[config.mk]
export PLATFORM = sky130hd
export DESIGN_NAME = regfile_2r1w
export DESIGN_NICKNAME = d
export VERILOG_FILES = /design/src/rtl/regfile_pkg.sv /design/src/rtl/regfile_clr_ctrl.sv /design/src/rtl/regfile_2r1w.sv
export SDC_FILE = /design/constraint.sdc
export NUM_CORES = 1
export LEC_CHECK = 0
export BUFFER_PORTS_ARGS = -buffer_cell sky130_fd_sc_hd__buf_2
export CAP_MARGIN = 20
export CORE_ASPECT_RATIO = 1.75
export CORE_MARGIN = 2
export CORE_UTILIZATION = 50
export CTS_BUF_LIST = sky130_fd_sc_hd__clkbuf_8
export CTS_CLUSTER_SIZE = 25
export DETAILED_ROUTE_END_ITERATION = 12
export GPL_TIMING_DRIVEN = 1
export PLACE_DENSITY_LB_ADDON = 0.08
export SKIP_CTS_REPAIR_TIMING = 1
export SYNTH_ARGS = -nofsm -noshare
export SYNTH_HDL_FRONTEND = slang
export SYNTH_SLANG_ARGS = --single-unit
[constraint.sdc]
create_clock -name CLK -period 8.35 [get_ports CLK]
set_input_delay 2.0875 -clock CLK [delete_from_list [all_inputs] [get_ports CLK]]
set_output_delay 2.0875 -clock CLK [all_outputs]
set_load 0.02 [all_outputs]
[src/rtl/regfile_pkg.sv]
// Shared types and default geometry for the 2-read/1-write register file.
package regfile_pkg;

  localparam int RF_WIDTH = 16;
  localparam int RF_DEPTH = 8;
  localparam int RF_ADDR  = 3;

  typedef enum logic {
    IDLE  = 1'b0,
    CLEAR = 1'b1
  } clr_state_e;

endpackage

[src/rtl/regfile_clr_ctrl.sv]
// Clear-sweep controller: zeroes one entry per cycle, index 0 upward, while Busy is high.
module regfile_clr_ctrl
  import regfile_pkg::*;
#(
  parameter int DEPTH = RF_DEPTH,
  parameter int ADDR  = RF_ADDR
) (
  input  logic            clk,
  input  logic            rst,
  input  logic            clr_req,
  output logic            busy,
  output logic [ADDR-1:0] sweep_addr,
  output logic            sweep_we
);

  localparam logic [ADDR-1:0] LAST = ADDR'(DEPTH - 1);

  clr_state_e      state_q, state_d;
  logic [ADDR-1:0] cnt_q, cnt_d;

  always_ff @(posedge clk or posedge rst) begin
    if (rst) begin
      state_q <= IDLE;
      cnt_q   <= '0;
    end else begin
      state_q <= state_d;
      cnt_q   <= cnt_d;
    end
  end

  // A request seen while already sweeping is dropped; the sweep runs to completion.
  always_comb begin
    state_d = state_q;
    cnt_d   = cnt_q;
    case (state_q)
      IDLE: begin
        if (clr_req) begin
          state_d = CLEAR;
          cnt_d   = '0;
        end
      end
      CLEAR: begin
        if (cnt_q == LAST) begin
          state_d = IDLE;
          cnt_d   = '0;
        end else begin
          cnt_d = cnt_q + 1'b1;
        end
      end
      default: begin
        state_d = IDLE;
        cnt_d   = '0;
      end
    endcase
  end

  assign busy       = (state_q == CLEAR);
  assign sweep_we   = busy;
  assign sweep_addr = cnt_q;

endmodule

[src/rtl/regfile_2r1w.sv]
// Two-read/one-write register file with write-to-read bypass and a clear sweep.
// Optional per-entry even parity with error injection under REGFILE_PARITY_EN.
module regfile_2r1w
  import regfile_pkg::*;
#(
  parameter int WIDTH = RF_WIDTH,
  parameter int DEPTH = RF_DEPTH,
  parameter int ADDR  = RF_ADDR
) (
  input  logic             CLK,
  input  logic             RST,
  input  logic             WrEn,
  input  logic [ADDR-1:0]  WrAddr,
  input  logic [WIDTH-1:0] WrData,
  input  logic             RdEnA,
  input  logic [ADDR-1:0]  RdAddrA,
  output logic [WIDTH-1:0] RdDataA,
  output logic             RdValidA,
  input  logic             RdEnB,
  input  logic [ADDR-1:0]  RdAddrB,
  output logic [WIDTH-1:0] RdDataB,
  output logic             RdValidB,
  input  logic             ClrReq,
  output logic             Busy
`ifdef REGFILE_PARITY_EN
  ,
  input  logic             ParInj,
  output logic             ParErrA,
  output logic             ParErrB
`endif
);

  localparam logic [ADDR:0] DEPTH_X = (ADDR + 1)'(DEPTH);

  logic [WIDTH-1:0] mem_q [DEPTH];
  logic [WIDTH-1:0] mem_d [DEPTH];
  logic [WIDTH-1:0] rd_data_a_q, rd_data_a_d, rd_data_b_q, rd_data_b_d;
  logic             rd_valid_a_q, rd_valid_a_d, rd_valid_b_q, rd_valid_b_d;
  logic             busy;
  logic [ADDR-1:0]  sweep_addr;
  logic             sweep_we;
  logic             wr_ok;

  regfile_clr_ctrl #(.DEPTH(DEPTH), .ADDR(ADDR)) u_clr_ctrl (
    .clk       (CLK),
    .rst       (RST),
    .clr_req   (ClrReq),
    .busy      (busy),
    .sweep_addr(sweep_addr),
    .sweep_we  (sweep_we)
  );

  assign wr_ok = WrEn && !busy && ({1'b0, WrAddr} < DEPTH_X);

`ifdef REGFILE_PARITY_EN
  logic par_q [DEPTH];
  logic par_d [DEPTH];
  logic par_err_a_q, par_err_a_d, par_err_b_q, par_err_b_d;
`endif

  // Out-of-range read addresses match no entry and wr_ok is never set for them, so they yield zero.
  always_comb begin
    rd_data_a_d  = rd_data_a_q;
    rd_data_b_d  = rd_data_b_q;
    rd_valid_a_d = 1'b0;
    rd_valid_b_d = 1'b0;
`ifdef REGFILE_PARITY_EN
    par_err_a_d  = 1'b0;
    par_err_b_d  = 1'b0;
`endif
    for (int i = 0; i < DEPTH; i++) begin
      mem_d[i] = mem_q[i];
`ifdef REGFILE_PARITY_EN
      par_d[i] = par_q[i];
`endif
      if (sweep_we && (sweep_addr == ADDR'(i))) begin
        mem_d[i] = '0;
`ifdef REGFILE_PARITY_EN
        par_d[i] = 1'b0;
`endif
      end else if (wr_ok && (WrAddr == ADDR'(i))) begin
        mem_d[i] = WrData;
`ifdef REGFILE_PARITY_EN
        par_d[i] = (^WrData) ^ ParInj;
`endif
      end
    end
    if (RdEnA && !busy) begin
      rd_valid_a_d = 1'b1;
      rd_data_a_d  = '0;
      if (wr_ok && (WrAddr == RdAddrA)) begin
        rd_data_a_d = WrData;
`ifdef REGFILE_PARITY_EN
        par_err_a_d = ParInj;
`endif
      end else begin
        for (int i = 0; i < DEPTH; i++) begin
          if (RdAddrA == ADDR'(i)) begin
            rd_data_a_d = mem_q[i];
`ifdef REGFILE_PARITY_EN
            par_err_a_d = par_q[i] ^ (^mem_q[i]);
`endif
          end
        end
      end
    end
    if (RdEnB && !busy) begin
      rd_valid_b_d = 1'b1;
      rd_data_b_d  = '0;
      if (wr_ok && (WrAddr == RdAddrB)) begin
        rd_data_b_d = WrData;
`ifdef REGFILE_PARITY_EN
        par_err_b_d = ParInj;
`endif
      end else begin
        for (int i = 0; i < DEPTH; i++) begin
          if (RdAddrB == ADDR'(i)) begin
            rd_data_b_d = mem_q[i];
`ifdef REGFILE_PARITY_EN
            par_err_b_d = par_q[i] ^ (^mem_q[i]);
`endif
          end
        end
      end
    end
  end

  always_ff @(posedge CLK or posedge RST) begin
    if (RST) begin
      for (int i = 0; i < DEPTH; i++) begin
        mem_q[i] <= '0;
`ifdef REGFILE_PARITY_EN
        par_q[i] <= 1'b0;
`endif
      end
      rd_data_a_q  <= '0;
      rd_data_b_q  <= '0;
      rd_valid_a_q <= 1'b0;
      rd_valid_b_q <= 1'b0;
`ifdef REGFILE_PARITY_EN
      par_err_a_q  <= 1'b0;
      par_err_b_q  <= 1'b0;
`endif
    end else begin
      for (int i = 0; i < DEPTH; i++) begin
        mem_q[i] <= mem_d[i];
`ifdef REGFILE_PARITY_EN
        par_q[i] <= par_d[i];
`endif
      end
      rd_data_a_q  <= rd_data_a_d;
      rd_data_b_q  <= rd_data_b_d;
      rd_valid_a_q <= rd_valid_a_d;
      rd_valid_b_q <= rd_valid_b_d;
`ifdef REGFILE_PARITY_EN
      par_err_a_q  <= par_err_a_d;
      par_err_b_q  <= par_err_b_d;
`endif
    end
  end

  assign RdDataA  = rd_data_a_q;
  assign RdValidA = rd_valid_a_q;
  assign RdDataB  = rd_data_b_q;
  assign RdValidB = rd_valid_b_q;
  assign Busy     = busy;
`ifdef REGFILE_PARITY_EN
  assign ParErrA  = par_err_a_q;
  assign ParErrB  = par_err_b_q;
`endif

endmodule

; ---- Yosys cells after proc, flatten, opt, wreduce, memory -nomap -nowiden
; Cells that the tools add are included.
[op_classes]
magnitude_cmp = 0
mul = 0
bitwise = 1
muxes = 42
addsub = 1
eq_ne = 31
n_div = 0
n_shift = 0
reduce_logical = 34
[op_table]
columns = cell, n
row1 = $mux W16, 34
row2 = $eq A3 B3 Y1 const B, 16
row3 = $eq A3 B2 Y1 const B, 8
row4 = $logic_and A1 B1 Y1, 21
row5 = $reduce_bool A2 Y1, 8
row6 = $eq A3 B1 Y1 const B, 4
row7 = $logic_not A3 Y1, 4
row8 = $eq A3 B3 Y1, 2
row9 = $mux W3, 2
row10 = $pmux W3 S2, 1
row11 = $mux W1, 4
row12 = $add A3 B1 Y3 const B, 1
row13 = $ne A2 B2 Y1 const B, 1
row14 = $pmux W1 S2, 1
row15 = $logic_not A1 Y1, 1
row16 = $not A1 Y1, 1
[word_totals]
rom_bits = 0
ram_bits = 0
n_memories = 0
ff_bits = 166
word_cells = 123
latchBits = 0

; ---- Longest topological paths before layout
[depth]
ltp_word = 10
mapped_depth = 8
mapped_depth_nobuf = 5

; ---- Hierarchy
; A second synthesis with hierarchy kept.
[hier_totals]
hier_cells = 1062
hier_area_um2 = 9594.2
[modules_own_cells]
columns = module, cells_each, n_inst, area_per_inst_um2, seq_area_each_um2
row1 = regfile_2r1w, 1044, 1, 9392.8, 4053.9
row2 = regfile_clr_ctrl, 18, 1, 201.4, 100.1

; ---- Worst setup path after synthesis
; Ideal clock, no wire load.
[synth_timing]
path_kind = input to register
start = input WrAddr[2]
end = register rd_data_a_q[6] (netlist: RdDataA[6])
setup_time_ps = 135
path_stages = 7
t_required_ps = 8215
path_slack_ps = 4835
t_arrival_ps = 3379
cell_sequence = buf_2 xor2_1 or4_1 buf_2 buf_6 o21ai_2 o21ai_1
[synth_between]
elab_chain_len = 3
[synth_rtl]
columns = item, line_no
row1 = "start, declared", regfile_2r1w.sv:13  ; input logic [ADDR-1:0] WrAddr,
row2 = $eq A3 B3 Y1, regfile_2r1w.sv:91  ; if (wr_ok && (WrAddr == RdAddrA)) begin
row3 = $logic_and A1 B1 Y1, regfile_2r1w.sv:91
row4 = $mux W16, regfile_2r1w.sv:91
row5 = "end signal, assigned", regfile_2r1w.sv:151  ; rd_data_a_q <= rd_data_a_d;
row6 = "end, declared", regfile_2r1w.sv:37  ; logic [WIDTH-1:0] rd_data_a_q, rd_data_a_d, rd_data_b_q, rd_data_b_d;
; Every way passes these cells.
; A chain may end at the register's enable or synchronous reset.

; ---- Final worst setup path
[layout_timing]
start = input RdAddrA[2]
end = register rd_data_a_q[0] (netlist: RdDataA[0])
[layout_between]
elab_chain_len = 10
elab_cells_between_ends = 19
cone_classes = eq/ne: 8 / mux: 9 / reduce/logical: 2
[layout_rtl]
columns = item, line_no
row1 = "start, declared", regfile_2r1w.sv:16  ; input logic [ADDR-1:0] RdAddrA,
row2 = $logic_not A3 Y1, regfile_2r1w.sv:98  ; if (RdAddrA == ADDR'(i)) begin
row3 = $mux W16 (8 in series), regfile_2r1w.sv:98
row4 = $mux W16 *, regfile_2r1w.sv:91
; Mark *: on every way between the ends. The rest lies on a longest branch, timed or not.

==> flow_summary.ini <==
[clocking]
htreeDepth = 4
ctsLongestPathBuffers = 2
clk_pin_slew_ps = 90
insertion_delay_ps = 460
cts_tree = built
numCtsBuffers = 17
cts_sinks = 166
root_buffer = clkbuf_8

[detailed_routing]
vias = 6777
postRouteAntennaNets = 0
routed_wl_mm = 26.9
route.detailed.drc = 0
drtPass1Iterations = 5
drt_iter0_markers = 606
vias_per_cell = 6.83
routed_wire_length_per_instance_um = 27.1

[final_layout]
diodes = 0
fill_cells = 1472
area_growth_pct = 10.7
final_util = 0.564
nets = 791
post-route-cell-area_sq_mm = 0.00952
final_cell_mix = 166 x dfrtp_1, 129 x a22o_1, 65 x buf_2, 41 x mux2i_1, 38 x mux4_2
final_common_cell = dfrtp_1
drive_gt1_frac = 0.255

[yosys]
syn_nets = 759
syn-cell-area_sq_mm = 0.00860
netlist_instances = 722
yosys_warnings = 0
synth_cell_types = 55
synth_edf_count = 0
async_flop_share = 1.00
syn_area_per_cell_sq_um = 11.9
yosysTopAreaCell = dfrtp_1
synth.top_cell.area_share = 0.483
ys_ff_latch = 166
ys_seq_area_frac = 0.483
synth_area_leaders = dfrtp_1 48%, a22o_1 13%, mux4_2 10%, mux2i_1 4.8%, buf_2 1.8%
ys.flop_type = dfrtp_1

[placed_design]
dpl-instance-area_sq_mm = 0.00908
place_hpwl_mm = 15.6
pre_cts_ws_ps = 3740
numPortBuffers = 65
place.gp.congestion = 0.820

[timing]
setup_viol = 0
hold_viol_final = 0
tns_ps = 0
slew_headroom = 0.248
fin_crit_ps = 4210
fin_ws_ps = 4140
finClkSkew_ps = 10.1
final_max_slew_viol_count = 0
fmax_mhz = 238
max_slew.worst_pin.slew_ps = 1130
rsz0062_at_grt = no
fin_crit_sh = 0.504

[setup_path]
cp.required_ps = 8740
crit_path_start = RdAddrA[2]
r2r_slack_ps = 5690
critical_path_class = in2reg
arrival_ps = 4590
start_kind = input pin
crit_fanout = 39
r2r-start = u_clr_ctrl.busy
endpoint_kind = flip-flop

[die]
io-pin-count = 66
core_sq_mm = 0.0169
rows = 63
fp.dieH_um = 177
die_x_um = 103
start_util = 0.510
die_area_sq_mm = 0.0183

[global_routing]
antenna_found_initial = 0
grt-ovfl-total = 0
grt_pass1_wl_mm = 41.0
grt_max_degree = 88
grt_pass1_vias = 7033
gr-usage-all-layers = 0.308

[power]
power_density_mw_per_mm2 = 307
p_leak_nw = 4.34
total_power_mw = 2.93
irDropWorstVdd_v = 0.000262

[min_path]
min_from = RdDataA[9]
hp-class = reg2reg

[run]
maxCapViolCount = 0

[status]
outcome = complete, no violations
==> logic make-up after synthesis <==
group           after synthesis  share of synthesized area
compound gates              256                      0.227
flops                       166                      0.483
simple gates                116                     0.0751
buf+inv                      88                     0.0456
mux                          84                      0.154
xor+xnor                      6                    0.00611
fa+ha+maj                     6                    0.00873
==> final timing paths <==
check / end / cells after the start
max in group asynchronous: mem_q[63] / 4
min reg2reg: RdDataA[9] / 2
max reg2reg: RdDataA[4] / 5
max: RdDataA[0] / 6
min in group asynchronous: RdValidB / 2
min: RdDataA[9] / 2
==> metal layers <==
layer	global-route usage	vias up	wire length (um)
met5	0	-	0
met2	0.484	414	13200
li1	-	2846	-
met3	0.0681	71	2660
met4	0.147	0	1110
met1	0.404	3446	9910
==> cell usage after synthesis (13+ instances only) <==
cell type / n
clkbuf_1: 28
buf_1: 13
mux2i_1: 41
a21oi_1: 18
o22ai_1: 16
o21ai_0: 27
nand2_1: 34
dfrtp_1: 166
mux4_2: 38
nor2_1: 26
buf_2: 31
a22o_1: 129
==> registers in the layout, summed over array words and instances, names as in the netlist <==
register / count
RdValidB: 1
RdDataB: 16
RdDataA: 16
mem_q: 128
RdValidA: 1
u_clr_ctrl.sweep_addr: 3
u_clr_ctrl.busy: 1
==> where the power goes <==
group	total, mW	internal [mW]	switching (mW)
Combinational	1.05	0.454	0.592
Clock	0.602	0.310	0.292
Sequential	1.28	1.06	0.217
==> cell type report <==
class	count	area (sq um)	share of cell area
Clock inverter	7	93.8	0.00986
Clock buffer	23	317	0.0333
Inverter	12	50.0	0.00526
Sequential cell	166	4150	0.436
Tap cell	227	284	0.0298
Multi-Input combinational cell	468	4090	0.429
Timing Repair Buffer	89	533	0.0560
==> worst max-delay path: stages <==
cell and delay [ps]:
buf_2 720, xor2_1 200, or4_1 1060, nand3_1 290, o21ai_2 70, o21ai_1 140
==> per-stage QoR <==
step           instances  hold slack (ps)
2_1_floorplan        722              474
3_3_place_gp         960              466
5_1_grt              992              517
6_report             992              485
3_5_place_dp         961              471
4_1_cts              991              490
(Power assumes the default switching activity.)
